**config.mk**
```make
export PLATFORM = sky130hd
export DESIGN_NAME = bcd_chain_counter_flat
export DESIGN_NICKNAME = d
export VERILOG_FILES = /design/src/rtl/bcd_chain_counter_if.sv /design/src/rtl/bcd_chain_counter.sv /design/src/flat_wrapper.sv
export SDC_FILE = /design/constraint.sdc
export NUM_CORES = 1
export LEC_CHECK = 0
export CORE_ASPECT_RATIO = 1.5
export CORE_MARGIN = 10
export CORE_UTILIZATION = 48
export DETAILED_ROUTE_END_ITERATION = 10
export PLACE_DENSITY = 0.81
export SYNTH_ARGS = -nofsm -noshare
export SYNTH_HDL_FRONTEND = slang
export SYNTH_SLANG_ARGS = --single-unit
```
**constraint.sdc**
```tcl
create_clock -name clk -period 2.28 [get_ports clk]
set_clock_uncertainty 0.2 [all_clocks]
set_input_delay 0.342 -clock clk [delete_from_list [all_inputs] [get_ports clk]]
set_output_delay 0.342 -clock clk [all_outputs]
set_load 0.02 [all_outputs]
```
**src/rtl/bcd_chain_counter_if.sv**
```systemverilog
// bcd_chain_counter_if: control/status bundle for bcd_chain_counter.
// Ports: clr, load, load_val, inc, dec in; q, tc, at_max, at_zero, ovf out;
// lap in, lap_q out only when BCD_CHAIN_LAP_EN is defined.
interface bcd_chain_counter_if #(
    parameter int NDIG = 4
);
    logic              clr;
    logic              load;
    logic [4*NDIG-1:0] load_val;
    logic              inc;
    logic              dec;
    logic [4*NDIG-1:0] q;
    logic              tc;
    logic              at_max;
    logic              at_zero;
    logic              ovf;
`ifdef BCD_CHAIN_LAP_EN
    logic              lap;
    logic [4*NDIG-1:0] lap_q;
`endif

    modport master (
`ifdef BCD_CHAIN_LAP_EN
        output lap,
        input  lap_q,
`endif
        output clr, load, load_val, inc, dec,
        input  q, tc, at_max, at_zero, ovf
    );

    modport slave (
`ifdef BCD_CHAIN_LAP_EN
        input  lap,
        output lap_q,
`endif
        input  clr, load, load_val, inc, dec,
        output q, tc, at_max, at_zero, ovf
    );
endinterface

```
**src/rtl/bcd_chain_counter.sv**
```systemverilog
// bcd_chain_counter: NDIG-digit BCD up/down counter, per-digit max MAX_VEC.
// Ports: clk, rst (sync, active-high), bus (slave): clr/load/load_val/inc/dec
// in; q/tc/at_max/at_zero/ovf out. Optional lap capture: BCD_CHAIN_LAP_EN.
module bcd_chain_counter #(
    parameter int              NDIG    = 4,
    parameter logic [4*NDIG-1:0] MAX_VEC = 16'h5959,
    parameter bit              WRAP    = 1'b1
) (
    input  logic clk,
    input  logic rst,
    bcd_chain_counter_if.slave bus
);

    localparam int W = 4 * NDIG;

    logic [W-1:0] q_q, q_d;
    logic         ovf_q, ovf_d;
    logic [W-1:0] up_v, dn_v, ld_v;
    logic         step_up, step_dn, ctrl;
    logic         at_max, at_zero, tc;

    assign step_up = bus.inc & ~bus.dec;
    assign step_dn = bus.dec & ~bus.inc;
    assign ctrl    = rst | bus.clr | bus.load;
    assign at_max  = (q_q == MAX_VEC);
    assign at_zero = (q_q == '0);
    assign tc      = ~ctrl & ((step_up & at_max) | (step_dn & at_zero));

    // Ripple carry/borrow: a digit moves only when all lower digits
    // sit at their roll-over value. Load nibbles clamp to the digit max.
    always_comb begin : chain
        logic [NDIG-1:0] cy;
        logic [NDIG-1:0] br;
        logic [3:0]      d;
        logic [3:0]      m;
        logic [3:0]      lv;
        cy    = '0;
        br    = '0;
        cy[0] = 1'b1;
        br[0] = 1'b1;
        d     = '0;
        m     = '0;
        lv    = '0;
        up_v  = q_q;
        dn_v  = q_q;
        ld_v  = '0;
        for (int i = 0; i < NDIG; i++) begin
            d  = q_q[4*i +: 4];
            m  = MAX_VEC[4*i +: 4];
            lv = bus.load_val[4*i +: 4];
            if (cy[i])
                up_v[4*i +: 4] = (d == m) ? 4'd0 : d + 4'd1;
            if (br[i])
                dn_v[4*i +: 4] = (d == 4'd0) ? m : d - 4'd1;
            if (i < NDIG - 1) begin
                cy[i+1] = cy[i] & (d == m);
                br[i+1] = br[i] & (d == 4'd0);
            end
            ld_v[4*i +: 4] = (lv > m) ? m : lv;
        end
    end

    always_comb begin
        q_d   = q_q;
        ovf_d = ovf_q | tc;
        if (bus.clr) begin
            q_d   = '0;
            ovf_d = 1'b0;
        end else if (bus.load) begin
            q_d   = ld_v;
            ovf_d = 1'b0;
        end else if (step_up) begin
            // Saturate mode holds at the terminal value.
            if (WRAP || !at_max)
                q_d = up_v;
        end else if (step_dn) begin
            if (WRAP || !at_zero)
                q_d = dn_v;
        end
    end

    always_ff @(posedge clk) begin
        if (rst) begin
            q_q   <= '0;
            ovf_q <= 1'b0;
        end else begin
            q_q   <= q_d;
            ovf_q <= ovf_d;
        end
    end

    assign bus.q       = q_q;
    assign bus.tc      = tc;
    assign bus.at_max  = at_max;
    assign bus.at_zero = at_zero;
    assign bus.ovf     = ovf_q;

`ifdef BCD_CHAIN_LAP_EN
    logic [W-1:0] lap_q_q;

    // Captures the pre-edge (displayed) value; load does not touch it.
    always_ff @(posedge clk) begin
        if (rst || bus.clr)
            lap_q_q <= '0;
        else if (bus.lap)
            lap_q_q <= q_q;
    end

    assign bus.lap_q = lap_q_q;
`endif

endmodule

```
**src/flat_wrapper.sv**
```systemverilog
// flat-port wrapper written by rule: the top's interface ports become plain ports
module bcd_chain_counter_flat 
#(
    parameter int              NDIG    = 4,
    parameter logic [4*NDIG-1:0] MAX_VEC = 16'h5959,
    parameter bit              WRAP    = 1'b1
)
  (clk, rst, bus_clr, bus_load, bus_load_val, bus_inc, bus_dec, bus_q, bus_tc, bus_at_max, bus_at_zero, bus_ovf);
  bcd_chain_counter_if #(.NDIG(NDIG)) bus_i ();
  input  logic clk;
  input  logic rst;
  input wire logic [$bits(bus_i.clr)-1:0] bus_clr;
  input wire logic [$bits(bus_i.load)-1:0] bus_load;
  input wire logic [$bits(bus_i.load_val)-1:0] bus_load_val;
  input wire logic [$bits(bus_i.inc)-1:0] bus_inc;
  input wire logic [$bits(bus_i.dec)-1:0] bus_dec;
  output wire logic [$bits(bus_i.q)-1:0] bus_q;
  output wire logic [$bits(bus_i.tc)-1:0] bus_tc;
  output wire logic [$bits(bus_i.at_max)-1:0] bus_at_max;
  output wire logic [$bits(bus_i.at_zero)-1:0] bus_at_zero;
  output wire logic [$bits(bus_i.ovf)-1:0] bus_ovf;
  assign bus_i.clr = bus_clr;
  assign bus_i.load = bus_load;
  assign bus_i.load_val = bus_load_val;
  assign bus_i.inc = bus_inc;
  assign bus_i.dec = bus_dec;
  assign bus_q = bus_i.q;
  assign bus_tc = bus_i.tc;
  assign bus_at_max = bus_i.at_max;
  assign bus_at_zero = bus_i.at_zero;
  assign bus_ovf = bus_i.ovf;
  bcd_chain_counter #(.NDIG(NDIG), .MAX_VEC(MAX_VEC), .WRAP(WRAP)) u_core (.clk(clk), .rst(rst), .bus(bus_i));
endmodule
```
==> impl_metrics.csv <==
group,metric,value,unit
sta,finalHoldViolCount,0,
sta,slew_violations,0,
route,vias,1987,
power,power.density,393.2,nW/um^2
clocking,cts_buffer_depth,2,
placement,dp_hpwl,4179,um
synthesis,syn_area,1567,sq um
route,drc_errors,0,
finish,multiInputGateArea,1141,sq um
floorplanning,die-area,5996,sq um
finish,nets,311,
floorplanning,rows,25,
synthesis,synth_area_leaders,"dfxtp_1 (22%), a21oi_1 (6.4%), nor2_1 (5.3%), o21ai_0 (4.8%), nand2b_1 (3.6%)",
global_route,grt_pass1_wl,8756,um
clocking,path_clk_slew,0.07,ns
global_route,antenna_found_initial,0,
critical_path,cp.required,1.74,ns
global_route,grt_max_degree,17,
clocking,clk_latency,0.26,ns
route,drt_first_iter_violations,90,
critical_path,rrSetupSlack,0.25,ns
synthesis,avgSynthCellArea,7.424,sq um
synthesis,synth_cells,211,
route,routed_wl,5806,um
outcome,violations,"negative setup slack",
floorplanning,core_area,3159,sq um
finish,finalNonFillerCells,328,
synthesis,ys_warn_count,0,
sta,tns,-0.08375,ns
synthesis,synthTopCellsByCount,"nor2_1 (22), a21oi_1 (20), dfxtp_1 (17)",
placement,place.port_buffers,41,
critical_path,reg2regPathDepth,9,
synthesis,yosysMostFrequentCell,"nor2_1",
sta,worst_pin_slew,0.5276,ns
floorplanning,die_w,66.65,um
synthesis,ys_seq_elements,17,
critical_path,crit_chain,"buf_4, nor4_4, nand4_1, nor2_2, a22oi_2, nor3_4, buf_6",
synthesis,synth.distinct_cells,61,
clocking,cts_hold_buf,0,
synthesis,yosysTopAreaCell,"dfxtp_1",
global_route,grt_overflow,0,
route,vias_per_cell,6.058,
sta,relSlewSlack,0.6469,
synthesis,syn-num-nets,233,
sta,period_share,1.037,
critical_path,worst_setup_path_end_kind,"output pin",
sta,whs,0.2710,ns
critical_path,crit_path_end,"bus_tc",
clocking,numCtsBuffers,3,
route,antenna_left,0,
outcome,status,"finished, violations left",
floorplanning,io_pins,42,
critical_path,cp_max_fo,3,
sta,setup_viol,1,
global_route,grt_pass1_vias,1876,
synthesis,synth_flop_cell,"dfxtp_1",
global_route,grtUsageTotal,0.1789,
hold_path,hp-class,"reg -> reg",
finish,syn_to_final_growth,54.79,%
clocking,cts.sinks,17,
sta,rsz0062_at_grt,"true",
synthesis,synth.top_cell.area_share,0.2173,
synthesis,synth_edf_count,0,
finish,nFillCells,229,
floorplanning,start_util,0.4958,
job,max-cap-violations,0,
placement,dp_slack,-0.2543,ns
clocking,cts_max_level,1,
clocking,cts_tree,"built",
clocking,cts-root-buf,"clkbuf_8",
finish,final_util,0.7675,
finish,drive_above_1_share,0.2917,
critical_path,cp-startpoint,"u_core.bus.q[0]",
critical_path,cpPeakStageDelay,0.34,ns
route,wl_per_cell,17.70,um
sta,max_freq,423.1,MHz
finish,regArea,355.3,sq um
power,leakage,0.0009482,uW
sta,fin_crit,2.364,ns
critical_path,critPathLaunchType,"register",
synthesis,async_flop_share,0,
route,firstDrtPassIters,4,
hold_path,hp-start,"u_core.bus.ovf",
critical_path,cp.arrival,1.82,ns
critical_path,timing.rr.end,"u_core.bus.q[10]",
floorplanning,die_y,89.97,um
finish,antenna_cells,0,
critical_path,rr_startpoint,"u_core.bus.q[5]",
critical_path,crit_type,"reg -> out",
critical_path,critical_path.slowest_cell,"dfxtp_1",
sta,fin_ws,-0.08375,ns
placement,gp_congestion,0.8551,
power,ir_drop,0.3425,mV
placement,placed_cells,320,
synthesis,yosysSeqAreaShare,0.2173,
-- registers in the layout, indices dropped and copies added, names as in the netlist --
register	cells
u_core.bus.ovf	1
u_core.bus.q	16
-- worst max-delay path: cells and delay by family, from the launching register on --
| kind | cells | cell delay, ns |
|---|---|---|
| AOI/OAI and AO/OA | 1 | 0.13 |
| DFF | 1 | 0.34 |
| buffers and inverters | 2 | 0.30 |
| and+or+nand+nor | 4 | 0.80 |
-- repair_timing --
item,in CTS,in global routing
resized for setup,17,7
setup endpoints to repair,3,4
pin swaps,6,3
setup buffers,2,2
endpoints found under the hold margin,0,0
-- how the worst min path moves through the flow --
stage | endpoint | slack, ns | cells after the start
floorplan | u_core.bus.q[1] | 0.27 | 2
global placement | u_core.bus.ovf | 0.26 | 2
detailed placement | u_core.bus.ovf | 0.26 | 2
CTS | u_core.bus.ovf | 0.27 | 2
global route | u_core.bus.ovf | 0.29 | 2
finish | u_core.bus.ovf | 0.27 | 2
-- placed cells by master, fill, tap and decap left out, types with 3 or more instances in the layout --
master            n
buf_4            53
dfxtp_1           9
nor2_1           21
clkbuf_8          3
clkdlybuf4s50_1  38
a311oi_1          3
nor4_4            4
nand3_1           8
a21oi_1          20
nand2b_1          9
xnor2_1           3
dfxtp_2           6
o21ai_0          15
mux2i_1           5
inv_1             6
nor3_1            9
a31oi_1           3
nand2_1          14
-- stage by stage --
stage	cell area, sq um	total power, uW
detailed placement	2316	697.1
finish	2425	953.4
CTS	2391	936.2
global placement	2316	687.3
floorplan	1599	526.8
global route	2425	987.4
-- where the power goes --
group          internal [uW]  leakage [uW]  switching, uW  total [uW]
registers                310      0.000143           17.4         327
logic                    194      0.000783            190         385
clock network            125     0.0000228            117         241
total                    629      0.000948            325         953
-- per-layer routing --
layer | wire, um | share of wire | track usage
met5 | 0 | 0 | 0
met4 | 281 | 0.048 | 0.1070
met3 | 312 | 0.054 | 0.02112
met2 | 3072 | 0.53 | 0.3127
met1 | 2140 | 0.37 | 0.1917
-- layout make-up --
type	instances	area share
repair buffers	95	0.3344
flip-flops and latches	17	0.1465
clock buffers	4	0.01858
inverters	6	0.009288
multi-input cells	166	0.4706
well taps	40	0.02064
-- logic make-up (layout without fill, tap and decap cells) --
family | Yosys count | count (layout) | share of synthesized area
simple gates | 87 | 87 | 0.3323
compound gates | 71 | 71 | 0.3163
buf+inv | 28 | 105 | 0.08546
flops | 17 | 17 | 0.2173
mux | 5 | 5 | 0.03195
xor+xnor | 3 | 3 | 0.01678
Note: power is estimated with default switching activity, not from simulation.
